`config.mk`:
```
export PLATFORM = sky130hd
export DESIGN_NAME = multicycle_control_fsm
export DESIGN_NICKNAME = d
export VERILOG_FILES = /design/src/rtl/multicycle_control_fsm.sv
export SDC_FILE = /design/constraint.sdc
export NUM_CORES = 1
export LEC_CHECK = 0
export ABC_CLOCK_PERIOD_IN_PS = 3200
export CAP_MARGIN = 5
export CORE_UTILIZATION = 52
export DETAILED_ROUTE_END_ITERATION = 6
export PLACE_DENSITY = 0.85
export SKIP_LAST_GASP = 1
export SYNTH_ARGS = -nofsm -noshare
export SYNTH_HDL_FRONTEND = slang
export SYNTH_SLANG_ARGS = --single-unit
```
`constraint.sdc`:
```
create_clock -name clk -period 3.2 [get_ports clk]
set_clock_uncertainty 0.2 [all_clocks]
set_input_delay 0.32 -clock clk [delete_from_list [all_inputs] [get_ports clk]]
set_output_delay 0.32 -clock clk [all_outputs]
set_load 0.005 [all_outputs]
```
`src/rtl/multicycle_control_fsm.sv`:
```
// LEGv8 multi-cycle sequencer: one state per cycle; R/STUR 4, LDUR 5, CBZ/B 3 cycles.
// Stalls in FETCH/MEM_RD/MEM_WR until mem_ready; halts on bad opcode or memory timeout.
module multicycle_control_fsm #(
   parameter int TIMEOUT = 16,
   parameter int CNT_W   = 32
) (
   input  logic             clk,
   input  logic             reset_n,
   input  logic [10:0]      opcode,
   input  logic             mem_ready,
   output logic             pc_write,
   output logic             pc_write_cond,
   output logic             pc_src,
   output logic             iord,
   output logic             mem_read,
   output logic             mem_write,
   output logic             ir_write,
   output logic             reg_to_loc,
   output logic             reg_write,
   output logic             mem_to_reg,
   output logic             alu_src_a,
   output logic [1:0]       alu_src_b,
   output logic [1:0]       alu_op,
   output logic [3:0]       state,
   output logic             halted,
   output logic             illegal_op,
   output logic             bus_error,
   output logic [CNT_W-1:0] retired
);
   localparam int WAIT_W = $clog2(TIMEOUT);

   localparam logic [10:0] OP_LDUR = 11'b11111000010;
   localparam logic [10:0] OP_STUR = 11'b11111000000;
   localparam logic [10:0] OP_ADD  = 11'b10001011000;
   localparam logic [10:0] OP_SUB  = 11'b11001011000;
   localparam logic [10:0] OP_AND  = 11'b10001010000;
   localparam logic [10:0] OP_ORR  = 11'b10101010000;

   typedef enum logic [3:0] {
      S_FETCH    = 4'd0,
      S_DECODE   = 4'd1,
      S_MEM_ADDR = 4'd2,
      S_MEM_RD   = 4'd3,
      S_MEM_WB   = 4'd4,
      S_MEM_WR   = 4'd5,
      S_EXEC_R   = 4'd6,
      S_R_WB     = 4'd7,
      S_BRANCH   = 4'd8,
      S_JUMP     = 4'd9,
      S_HALT     = 4'd10
   } state_t;

   typedef struct packed {
      logic       pc_write;
      logic       pc_write_cond;
      logic       pc_src;
      logic       iord;
      logic       mem_read;
      logic       mem_write;
      logic       ir_write;
      logic       reg_to_loc;
      logic       reg_write;
      logic       mem_to_reg;
      logic       alu_src_a;
      logic [1:0] alu_src_b;
      logic [1:0] alu_op;
   } ctl_t;

   state_t            cur, nxt;
   ctl_t              ctl;
   logic [WAIT_W-1:0] wait_cnt;
   logic              timeout, retire, set_ill, set_bus, mem_state;

   always_ff @(posedge clk) begin
      if (!reset_n) cur <= S_FETCH;
      else          cur <= nxt;
   end

   always_comb begin
      nxt     = cur;
      ctl     = '0;
      retire  = 1'b0;
      set_ill = 1'b0;
      set_bus = 1'b0;
      timeout = (wait_cnt == WAIT_W'(TIMEOUT - 1)) && !mem_ready;
      case (cur)
         S_FETCH: begin
            ctl.mem_read  = 1'b1;
            ctl.alu_src_b = 2'd1;
            if (mem_ready) begin
               ctl.ir_write = 1'b1;
               ctl.pc_write = 1'b1;
               nxt          = S_DECODE;
            end else if (timeout) begin
               nxt     = S_HALT;
               set_bus = 1'b1;
            end
         end
         S_DECODE: begin
            ctl.alu_src_b = 2'd3;
            casez (opcode)
               OP_LDUR, OP_STUR:                 nxt = S_MEM_ADDR;
               OP_ADD, OP_SUB, OP_AND, OP_ORR:   nxt = S_EXEC_R;
               11'b10110100???:                  nxt = S_BRANCH;
               11'b000101?????:                  nxt = S_JUMP;
               default: begin
                  nxt     = S_HALT;
                  set_ill = 1'b1;
               end
            endcase
         end
         S_MEM_ADDR: begin
            ctl.alu_src_a  = 1'b1;
            ctl.alu_src_b  = 2'd2;
            ctl.reg_to_loc = 1'b1;
            nxt = (opcode == OP_LDUR) ? S_MEM_RD : S_MEM_WR;
         end
         S_MEM_RD: begin
            ctl.mem_read = 1'b1;
            ctl.iord     = 1'b1;
            if (mem_ready) nxt = S_MEM_WB;
            else if (timeout) begin
               nxt     = S_HALT;
               set_bus = 1'b1;
            end
         end
         S_MEM_WB: begin
            ctl.reg_write  = 1'b1;
            ctl.mem_to_reg = 1'b1;
            nxt    = S_FETCH;
            retire = 1'b1;
         end
         S_MEM_WR: begin
            ctl.mem_write  = 1'b1;
            ctl.iord       = 1'b1;
            ctl.reg_to_loc = 1'b1;
            if (mem_ready) begin
               nxt    = S_FETCH;
               retire = 1'b1;
            end else if (timeout) begin
               nxt     = S_HALT;
               set_bus = 1'b1;
            end
         end
         S_EXEC_R: begin
            ctl.alu_src_a = 1'b1;
            ctl.alu_op    = 2'b10;
            nxt = S_R_WB;
         end
         S_R_WB: begin
            ctl.reg_write = 1'b1;
            nxt    = S_FETCH;
            retire = 1'b1;
         end
         S_BRANCH: begin
            ctl.reg_to_loc    = 1'b1;
            ctl.alu_src_a     = 1'b1;
            ctl.alu_op        = 2'b01;
            ctl.pc_write_cond = 1'b1;
            ctl.pc_src        = 1'b1;
            nxt    = S_FETCH;
            retire = 1'b1;
         end
         S_JUMP: begin
            ctl.pc_write = 1'b1;
            ctl.pc_src   = 1'b1;
            nxt    = S_FETCH;
            retire = 1'b1;
         end
         S_HALT:  nxt = S_HALT;
         default: nxt = S_HALT;
      endcase
   end

   assign mem_state = (cur == S_FETCH) || (cur == S_MEM_RD) || (cur == S_MEM_WR);

   // Any state change clears the counter, which covers entry to every waiting state.
   always_ff @(posedge clk) begin
      if (!reset_n)                     wait_cnt <= '0;
      else if (nxt != cur)              wait_cnt <= '0;
      else if (mem_state && !mem_ready) wait_cnt <= wait_cnt + WAIT_W'(1);
   end

   always_ff @(posedge clk) begin
      if (!reset_n) begin
         illegal_op <= 1'b0;
         bus_error  <= 1'b0;
         retired    <= '0;
      end else begin
         if (set_ill) illegal_op <= 1'b1;
         if (set_bus) bus_error  <= 1'b1;
         if (retire)  retired    <= retired + CNT_W'(1);
      end
   end

   // Strobes are forced low while reset is held so pending requests are dropped at once.
   assign {pc_write, pc_write_cond, pc_src, iord, mem_read, mem_write, ir_write,
           reg_to_loc, reg_write, mem_to_reg, alu_src_a, alu_src_b, alu_op}
          = reset_n ? ctl : '0;
   assign state  = cur;
   assign halted = (cur == S_HALT);
endmodule

```
==> metrics.log <==
INFO  metric run_status = completed
INFO  metric final_max_slew_viol_count = 0
INFO  metric post-layout-total-power = around 1.3 mW
INFO  metric post_cts_setup_buffers = 0
INFO  metric finalWirelength = 5.84 mm
INFO  metric setup-tns-final = 0 ns
INFO  metric clk_pin_slew_worst_paths = about 0.080 ns
INFO  metric critPathRequiredTime = about 2.7 ns
INFO  metric die_y = 71.5 um
INFO  metric post-route-period-util = 0.890
INFO  metric mostFrequentLayoutCells = clkdlybuf4s50_1, dfxtp_1, and2_1, nand2_1
INFO  metric buffer_depth_of_the_longest_clock_path = 2
INFO  metric groute.layer.met3.usage = 0.0380
INFO  metric dp_hpwl = ~4.2 mm
INFO  metric grt_pass1_wl = 9.79 mm
INFO  metric layout.cells.most_common = clkdlybuf4s50_1
INFO  metric cellPowerDensity = between 400 and 500 nW/um^2
INFO  metric combinational_family_with_the_most_area_after_synthesis = simple AND/OR/NAND/NOR gates
INFO  metric fillers = 354
INFO  metric synth_compound_gate_area_share = 0.127
INFO  metric ys_types = 52
INFO  metric htreeDepth = 2
INFO  metric power.net_switching = slightly below 0.4 mW
INFO  metric post_dp_cell_area = between 3000 and 4000 sq um
INFO  metric synth.top_cells.by_area = dfxtp_1, and2_1, xnor2_1
INFO  metric worst_hold_path_type = reg -> reg
INFO  metric power.sequential.fraction = 0.434
INFO  metric stdcell_area = about 3300 sq um
INFO  metric layout-drive-gt1-share = 0.0658
INFO  metric coreArea = between 4000 and 5000 sq um
INFO  metric power.combinational.fraction = 0.261
INFO  metric final.min_clock_period = approximately 2.8 ns
INFO  metric timing.final.setup_violations = 0
INFO  metric holdPathStages = 1
INFO  metric gr-usage-all-layers = 0.238
INFO  metric worst_ir_drop_vdd = between 0.2 and 0.3 mV
INFO  metric critPathCaptureType = output pin
INFO  metric yosysWarningCount = 0
INFO  metric cp_slowest_stage_delay = a little over 0.5 ns
INFO  metric horizontal_die_dimension = between 70 and 80 um
INFO  metric top_level_ports = 68
INFO  metric yosys.area_share.xor_xnor = 0.111
INFO  metric critical_path.slowest_cell = dfxtp_1
INFO  metric nNetsFinal = 380
INFO  metric routed_wire_length_per_instance = between 10 and 15 um
INFO  metric postSynth.topFlopCell = dfxtp_1
INFO  metric synthSimpleGateAreaFrac = 0.359
INFO  metric synth_adder_area_share = 0.00996
INFO  metric synth.area.mux_share = 0.0139
INFO  metric worst-path-buf-inv = 2
INFO  metric grt_util_met1 = 0.315
INFO  metric synth_fp_nets = between 300 and 400
INFO  metric grt_max_degree = 44
INFO  metric placementRows = 24
INFO  metric post-route-drc-count = 0
INFO  metric drtPass1Iterations = 4
INFO  metric synthArstFlopShare = 0
INFO  metric worstSetupStartpointType = flip-flop
INFO  metric pwr-share-clk = 0.305
INFO  metric tritoncts = built
INFO  metric grt_setup_unrepaired = false
INFO  metric p_int = about 0.95 mW
INFO  metric antenna-diode-count = 0
INFO  metric number_of_global_route_vias_before_repair = 2163
INFO  metric synth.yosys.seq_area_share = 0.334
INFO  metric detailedRoute.firstIterationViolations = 123
INFO  metric avgSynthCellArea = 8.41 sq um
INFO  metric syn-instance-count = around 300
INFO  metric grt_overflow = 0
INFO  metric critical_path_arrival = around 2.3 ns
INFO  metric numCtsBuffers = 5
INFO  metric dieArea = between 5000 and 6000 sq um
INFO  metric switching_share = 0.289
INFO  metric syn_to_final_growth = 32.3%
INFO  metric synth_edf_count = 0
INFO  metric avgViaCountPerCell = about 5.7
INFO  metric syn_area = about 2500 sq um
INFO  metric worst-r2r-cell-count = 6
INFO  metric max_slew_margin = 0.540
INFO  metric vias = roughly 2400
INFO  metric clock-sinks = 42
INFO  metric grt_util_met2 = 0.398
INFO  metric antenna_left = 0
INFO  metric timing.critical_path.cells = inv_1 -> nand3_1 -> nor4b_1 -> a21o_1 -> clkdlybuf4s50_1
INFO  metric synth_area_leader_cell = dfxtp_1
INFO  metric floorplan.initialDensity = 0.558
INFO  metric antenna_found_initial = 0
INFO  metric port_buffers = 67
INFO  metric globalRoute.busiestLayer = met2
INFO  metric synth.ff_latch_count = 42
INFO  metric critical_path.top_delay_family = buffers and inverters
INFO  metric path_max_fanout = 20
INFO  metric timing.final.hold_violations = 0
INFO  metric cts-root-buf = clkbuf_8
INFO  metric clk-insertion-delay-late = a little under 0.3 ns
INFO  metric worstMarginPinSlew = a little under 0.7 ns
INFO  metric power_leakage = around 1.2 nW
INFO  metric routabilityCongestion = around 0.9
INFO  metric synth.top_cell.area_share = 0.334
INFO  metric fmaxAchievable = ~0.35 GHz
INFO  metric maxCapViolations = 0
INFO  metric critical_path_cell_count = 5
INFO  metric timing.setup.critical_path_class = reg -> out
INFO  metric hold_buffers = 0
==> final cells by class <==
class / count / area, sq um / area share
sequential: 42 / 841 / 0.253
multi-input combinational: 234 / 1570 / 0.471
tap: 52 / 65.1 / 0.0196
timing repair buffer: 73 / 716 / 0.215
clock buffer: 7 / 76.3 / 0.0229
inverter: 8 / 30.0 / 0.00903
clock inverter: 1 / 30.0 / 0.00903
==> path summary, 6_finish.rpt <==
kind,from,end,slack [ns]
max,state[3],pc_write,0.35
min,bus_error,bus_error,0.27
max reg2reg,state[3],retired[21],0.60
min reg2reg,bus_error,bus_error,0.27
==> flip-flops by register name, summed over array words and instances, names as in the netlist <==
| name | count |
|---|---|
| wait_cnt | 4 |
| retired | 32 |
| state | 4 |
| illegal_op | 1 |
| bus_error | 1 |
==> power by group through the flow <==
stage	Sequential (mW)	Clock (mW)	Combinational [mW]
global route	0.587	0.434	0.384
finish	0.583	0.409	0.350
floorplan	0.569	0	0.247
detailed placement	0.593	0	0.345
CTS	0.581	0.414	0.348
global placement	0.593	0	0.340
==> synthesized netlist by cell type, types with 2 or more instances <==
library cell  count
nor3b_1           2
mux2i_1           2
nand3_1          17
xnor2_1          19
inv_1             8
nor4b_1           2
and4_1            4
a21oi_1           7
a21boi_0          6
clkbuf_1          9
o21a_1            3
a211o_1           2
nor3_1           12
and3_1            5
or3_1             5
nor2_1           19
xor2_1           13
nand2_1          21
ha_1              2
nand2b_1          2
o21ai_0          13
nor4bb_1          2
nand4_1           8
and2_1           29
buf_2             2
a311oi_1          2
nor4b_2           2
nor2b_1          12
nor4_2            3
buf_4             2
buf_6             2
dfxtp_1          42
==> per-stage QoR <==
stage,utilization,hold slack [ns],std cells,worst slack [ns]
4_1_cts,0.737,0.282,417,0.268
3_3_place_gp,0.713,0.251,409,0.548
5_1_grt,0.738,0.314,417,0.175
2_1_floorplan,-,0.265,299,1.11
3_5_place_dp,0.713,0.258,409,0.466
6_report,0.738,0.273,417,0.352
==> cells by family after synthesis <==
family | after synthesis
AOI/OAI and AO/OA | 45
xor gates and xnor gates | 32
adders and majority gates | 2
buffers and inverters | 23
DFF | 42
muxes | 3
and+or+nand+nor | 152
==> repair_timing <==
action                     4_1_cts  5_1_grt
hold endpoints to repair         0        0
setup endpoints to repair        0        3
resized for setup                0        1
==> layer usage <==
metal | wire [um] | up-vias
li1 | - | 1179
met1 | 2670 | 1114
met2 | 2750 | 79
met3 | 335 | 10
met4 | 78 | 0
met5 | 0 | -
Power figures use the tool's default switching activity.
